==> config.mk <==
export PLATFORM = sky130hd
export DESIGN_NAME = spi_reg_ctrl
export DESIGN_NICKNAME = d
export VERILOG_FILES = /design/src/rtl/spi_reg_pkg.sv /design/src/rtl/spi_reg_ctrl.sv
export SDC_FILE = /design/constraint.sdc
export NUM_CORES = 1
export LEC_CHECK = 0
export CAP_MARGIN = 20
export CELL_PAD_IN_SITES_DETAIL_PLACEMENT = 0
export CELL_PAD_IN_SITES_GLOBAL_PLACEMENT = 2
export CORE_MARGIN = 2
export CORE_UTILIZATION = 32
export DETAILED_ROUTE_END_ITERATION = 12
export PLACE_DENSITY_LB_ADDON = 0.08
export SYNTH_ARGS = -nofsm -noshare
export SYNTH_HDL_FRONTEND = slang
export SYNTH_SLANG_ARGS = --single-unit
==> constraint.sdc <==
create_clock -name i_clk -period 4.37 [get_ports i_clk]
set_input_delay 0.874 -clock i_clk [delete_from_list [all_inputs] [get_ports i_clk]]
set_output_delay 0.874 -clock i_clk [all_outputs]
set_load 0.02 [all_outputs]
==> src/rtl/spi_reg_pkg.sv <==
// Shared definitions for the SPI register-access controller: FSM states,
// the status byte sent while the command shifts in, and the read-timeout fill.
package spi_reg_pkg;

  typedef enum logic [2:0] {
    IDLE,
    CMD,
    WR_DATA,
    RD_REQ,
    RD_WAIT,
    RD_LOAD,
    RD_STREAM
  } state_t;

  localparam logic [7:0] STATUS_BYTE  = 8'h5A;
  localparam logic [7:0] TIMEOUT_FILL = 8'hFF;
  localparam int         RD_BIT       = 7;

endpackage

==> src/rtl/spi_reg_ctrl.sv <==
// Bridges an SPI slave byte stream to a simple register bus: first byte is
// R/W + start address, then auto-incrementing write data or prefetched reads.
module spi_reg_ctrl
  import spi_reg_pkg::*;
#(
  parameter int DATA_W      = 8,
  parameter int ADDR_W      = 7,
  parameter int ACK_TIMEOUT = 16
) (
  input  logic              i_clk,
  input  logic              i_rst_n,
  input  logic [DATA_W-1:0] i_rx_data,
  input  logic              i_rx_valid,
  input  logic              i_spi_busy,
  output logic [DATA_W-1:0] o_tx_data,
  output logic              o_tx_valid,
  input  logic              i_tx_ready,
  output logic [ADDR_W-1:0] o_reg_addr,
  output logic [DATA_W-1:0] o_reg_wdata,
  output logic              o_reg_wr,
  output logic              o_reg_rd,
  input  logic [DATA_W-1:0] i_reg_rdata,
  input  logic              i_reg_ack,
  output logic              o_err
);

  localparam int TW = $clog2(ACK_TIMEOUT + 1);

  state_t            state_reg, state_next;
  logic              busy_q_reg;
  logic              status_pend_reg, status_pend_next;
  logic [DATA_W-1:0] tx_data_reg, tx_data_next;
  logic              tx_valid_reg, tx_valid_next;
  logic [ADDR_W-1:0] addr_reg, addr_next;
  logic [DATA_W-1:0] wdata_reg, wdata_next;
  logic              wr_reg, wr_next;
  logic              rd_reg, rd_next;
  logic              err_reg, err_next;
  logic [TW-1:0]     timer_reg, timer_next;
  logic [DATA_W-1:0] rdata_reg, rdata_next;

  logic busy_rise;
  logic busy_fall;

  assign busy_rise = i_spi_busy & ~busy_q_reg;
  assign busy_fall = ~i_spi_busy & busy_q_reg;

  always_comb begin
    state_next       = state_reg;
    status_pend_next = status_pend_reg;
    tx_data_next     = tx_data_reg;
    tx_valid_next    = 1'b0;
    addr_next        = addr_reg;
    wdata_next       = wdata_reg;
    wr_next          = 1'b0;
    rd_next          = rd_reg;
    err_next         = 1'b0;
    timer_next       = timer_reg;
    rdata_next       = rdata_reg;

    // Address advances the cycle after each write strobe, so the strobe
    // always carries the address it was issued for.
    if (wr_reg) begin
      addr_next = addr_reg + ADDR_W'(1);
    end

    if (busy_fall && (state_reg != IDLE)) begin
      state_next       = IDLE;
      rd_next          = 1'b0;
      status_pend_next = 1'b0;
      if ((state_reg == WR_DATA) && i_rx_valid) begin
        wr_next    = 1'b1;
        wdata_next = i_rx_data;
      end
    end else begin
      case (state_reg)
        IDLE: begin
          if (busy_rise) begin
            state_next       = CMD;
            status_pend_next = 1'b1;
          end
        end

        CMD: begin
          if (status_pend_reg && i_tx_ready) begin
            tx_data_next     = DATA_W'(STATUS_BYTE);
            tx_valid_next    = 1'b1;
            status_pend_next = 1'b0;
          end
          if (i_rx_valid) begin
            addr_next        = i_rx_data[ADDR_W-1:0];
            status_pend_next = 1'b0;
            state_next       = i_rx_data[RD_BIT] ? RD_REQ : WR_DATA;
          end
        end

        WR_DATA: begin
          if (i_rx_valid) begin
            wr_next    = 1'b1;
            wdata_next = i_rx_data;
          end
        end

        RD_REQ: begin
          if (i_rx_valid) begin
            err_next = 1'b1;
          end
          rd_next    = 1'b1;
          timer_next = '0;
          state_next = RD_WAIT;
        end

        RD_WAIT: begin
          if (i_rx_valid) begin
            err_next = 1'b1;
          end
          if (i_reg_ack) begin
            rdata_next = i_reg_rdata;
            rd_next    = 1'b0;
            state_next = RD_LOAD;
          end else if (timer_reg == TW'(ACK_TIMEOUT - 1)) begin
            rdata_next = DATA_W'(TIMEOUT_FILL);
            rd_next    = 1'b0;
            err_next   = 1'b1;
            state_next = RD_LOAD;
          end else begin
            timer_next = timer_reg + TW'(1);
          end
        end

        RD_LOAD: begin
          if (i_rx_valid) begin
            err_next = 1'b1;
          end
          if (i_tx_ready) begin
            tx_data_next  = rdata_reg;
            tx_valid_next = 1'b1;
            addr_next     = addr_reg + ADDR_W'(1);
            state_next    = RD_STREAM;
          end
        end

        RD_STREAM: begin
          if (i_rx_valid) begin
            state_next = RD_REQ;
          end
        end

        default: state_next = IDLE;
      endcase
    end
  end

  always_ff @(posedge i_clk) begin
    if (!i_rst_n) begin
      state_reg       <= IDLE;
      // Treat the bus as busy out of reset so an already-open frame is not
      // mistaken for a new one.
      busy_q_reg      <= 1'b1;
      status_pend_reg <= 1'b0;
      tx_data_reg     <= '0;
      tx_valid_reg    <= 1'b0;
      addr_reg        <= '0;
      wdata_reg       <= '0;
      wr_reg          <= 1'b0;
      rd_reg          <= 1'b0;
      err_reg         <= 1'b0;
      timer_reg       <= '0;
      rdata_reg       <= '0;
    end else begin
      state_reg       <= state_next;
      busy_q_reg      <= i_spi_busy;
      status_pend_reg <= status_pend_next;
      tx_data_reg     <= tx_data_next;
      tx_valid_reg    <= tx_valid_next;
      addr_reg        <= addr_next;
      wdata_reg       <= wdata_next;
      wr_reg          <= wr_next;
      rd_reg          <= rd_next;
      err_reg         <= err_next;
      timer_reg       <= timer_next;
      rdata_reg       <= rdata_next;
    end
  end

  assign o_tx_data   = tx_data_reg;
  assign o_tx_valid  = tx_valid_reg;
  assign o_reg_addr  = addr_reg;
  assign o_reg_wdata = wdata_reg;
  assign o_reg_wr    = wr_reg;
  assign o_reg_rd    = rd_reg;
  assign o_err       = err_reg;

endmodule

==> results.toml <==
[synthesis]
synthCells = 274
synth_edf_count = 0
synth_area_per_cell_um2 = 8.48
yosysWarnings = 0
synth-main-ff-cell = "dfxtp_1"
ys_ff_latch = 45
syn_nets = 299
syn_area_mm2 = 0.00232
synth_cell_types = 52
yosysSeqAreaShare_pct = 38.8
async_flop_share_pct = 0

[setup_path]
critical_path.max_stage_delay_ns = 0.77
ff2ff_path_depth = 7
crit_path_cell_trace = "clkdlybuf4s50_1, o21ai_1, nor4_4, nand3b_1, o211a_1"
r2r-end = "rdata_reg[2]$_SDFFE_PN0P_"
crit_fanout = 16
crit_cells = 5
cp_data_required_time_ns = 4.56
worstSetupEndpoint = "rdata_reg[2]$_SDFFE_PN0P_"
worstReg2RegStart = "timer_reg[0]$_SDFFE_PN0P_"
path_buf_inv = 1
slowest_stage = "clkdlybuf4s50_1"
crit_family = "simple AND/OR/NAND/NOR gates"
crit_path_start = "i_reg_ack"
cp-end-kind = "flip-flop"
critical_path_class = "in2reg"
r2r_setup_slack_ns = 2.14
startpoint_type = "input pin"
cp.arrival_ns = 2.83

[placed_design]
gp_congestion = 0.717
port_buffers = 48
place_inst = 403
hpwlAfterDp_um = 4380

[route]
drt-total-wl_um = 6140
num_vias = 2076
drc = 0
drt-vias-per-instance = 5.05
first_iter_violations = 67
wl_per_cell_um = 14.9
ant_nets = 0
drt_pass1_iterations = 4

[floorplanning]
placementRows = 31
die-width_um = 89.2
ioPinCount = 49
coreArea_mm2 = 0.00714
die_h_um = 89.2
start_util_pct = 32.6
die_area_mm2 = 0.00796

[clock_network]
cts_resized = 0
cts_tree = "yes"
numCtsBuffers = 5
numClockSinks = 45
clock_latency_ns = 0.31
clkTransAtPathRegs_ns = 0.09
root_buffer = "clkbuf_8"
clockBufferDepth = 2
htreeDepth = 2
hold_buffers = 0
post_cts_buffers = 0

[timing]
fin_crit_sh_pct = 60.3
setup_tns_ns = 0
fin_skew_ns = 0.0138
min_period_ns = 2.64
hold_viol_final = 0
relSlewSlack_pct = 46.0
grt_setup_unrepaired = "no"
tightest_slew_ns = 0.804
fmax_mhz = 379
whs_ns = 0.462
timing.final.max_slew_violations = 0
setup_viol = 0

[grt]
grt_pass1_wl_um = 9970
grt_max_degree = 20
grt_remaining_overflow = 0
track_usage_pct = 16.0
grt_pass1_vias = 1957
antenna_found_initial = 0

[power]
power.leakage_nw = 1.09
powerDensity_mw_per_mm2 = 295
power_w = 0.000878
ir_drop_mv = 0.105

[final_layout]
final_nets = 336
fin_cells = 411
syn_to_final_growth_pct = 28.2
final_cell_mix = "48 x clkdlybuf4s50_1, 45 x dfxtp_1, 33 x nand2_1, 15 x a21oi_1"
mostFrequentLayoutCell = "clkdlybuf4s50_1"
drive_above_1_share_pct = 6.41
num_antenna_cells = 0
finish.utilization_pct = 41.8

[outcome]
outcome = "completed"

[run]
drv_cap = 0

[hold_path]
hold_path.class = "reg2reg"
area by class of cell:
type	count	area, um2
fill	751	4160
multi-input combinational	204	1320
tap	99	124
clock buffer	6	82.6
sequential	45	901
clock inverter	2	37.5
inverter	5	18.8
timing repair buffer	50	495
report_power, final:
group | switching (W) | total, W | internal (W)
clock | 0.000156 | 0.000342 | 0.000186
sequential | 0.0000151 | 0.000432 | 0.000417
combinational | 0.0000532 | 0.000104 | 0.0000508
total | 0.000224 | 0.000878 | 0.000654
routing by layer:
metal | global-route usage, % | wire [um]
met1 | 22.7 | 3140
met2 | 25.2 | 2760
met3 | 2.95 | 213
met4 | 3.66 | 24
met5 | 0 | 0
per-stage QoR:
step	area (um2)	worst slack [ns]
2_1_floorplan	2320	2.36
3_3_place_gp	2860	1.39
3_5_place_dp	2860	1.39
4_1_cts	2980	1.72
5_1_grt	2980	1.53
6_report	2980	1.73
worst min-delay path by stage:
| stage | slack, ns | to | cells past startpoint | startpoint |
|---|---|---|---|---|
| after floorplan | 0.45 | o_tx_data[0]$_SDFFE_PN0P_ | 2 | rdata_reg[0]$_SDFFE_PN0P_ |
| after global placement | 0.44 | o_tx_data[2]$_SDFFE_PN0P_ | 2 | o_tx_data[2]$_SDFFE_PN0P_ |
| after detailed placement | 0.44 | o_tx_data[0]$_SDFFE_PN0P_ | 2 | o_tx_data[0]$_SDFFE_PN0P_ |
| after CTS | 0.46 | o_reg_wdata[3]$_SDFFE_PN0P_ | 2 | o_reg_wdata[3]$_SDFFE_PN0P_ |
| after global routing | 0.48 | o_tx_data[2]$_SDFFE_PN0P_ | 2 | o_tx_data[2]$_SDFFE_PN0P_ |
| final | 0.46 | o_tx_data[0]$_SDFFE_PN0P_ | 2 | o_tx_data[0]$_SDFFE_PN0P_ |
kinds of logic after synthesis:
logic type | count (synthesis) | share of synthesized area (%)
and+or+nand+nor | 110 | 26.5
AOI/OAI and AO/OA | 83 | 25.3
DFF | 45 | 38.8
buffers and inverters | 25 | 4.41
xor gates and xnor gates | 4 | 1.51
muxes | 4 | 1.88
adders and majority gates | 3 | 1.61
cells in the mapped netlist, drive strengths merged, types with 8 or more instances:
master	n	share of area, %
dfxtp	45	39
o211a	9	3.9
clkbuf	11	1.8
nor2	13	2.1
nand2	33	5.3
nor3	9	2.2
nor2b	8	2.3
a21boi	16	5.7
a21oi	15	3.2
nand3b	9	2.9
buf	9	1.8
o21ai	16	3.4
worst reg2reg max path, stage by stage (launching register included):
cell and delay (ns):
dfxtp_1 0.38, ha_1 0.18, and3_1 0.17, ha_1 0.26, o21ai_1 0.17, nor4_4 0.66, nand3b_1 0.15, o211a_1 0.16
Note: power is estimated with default switching activity, not from simulation.
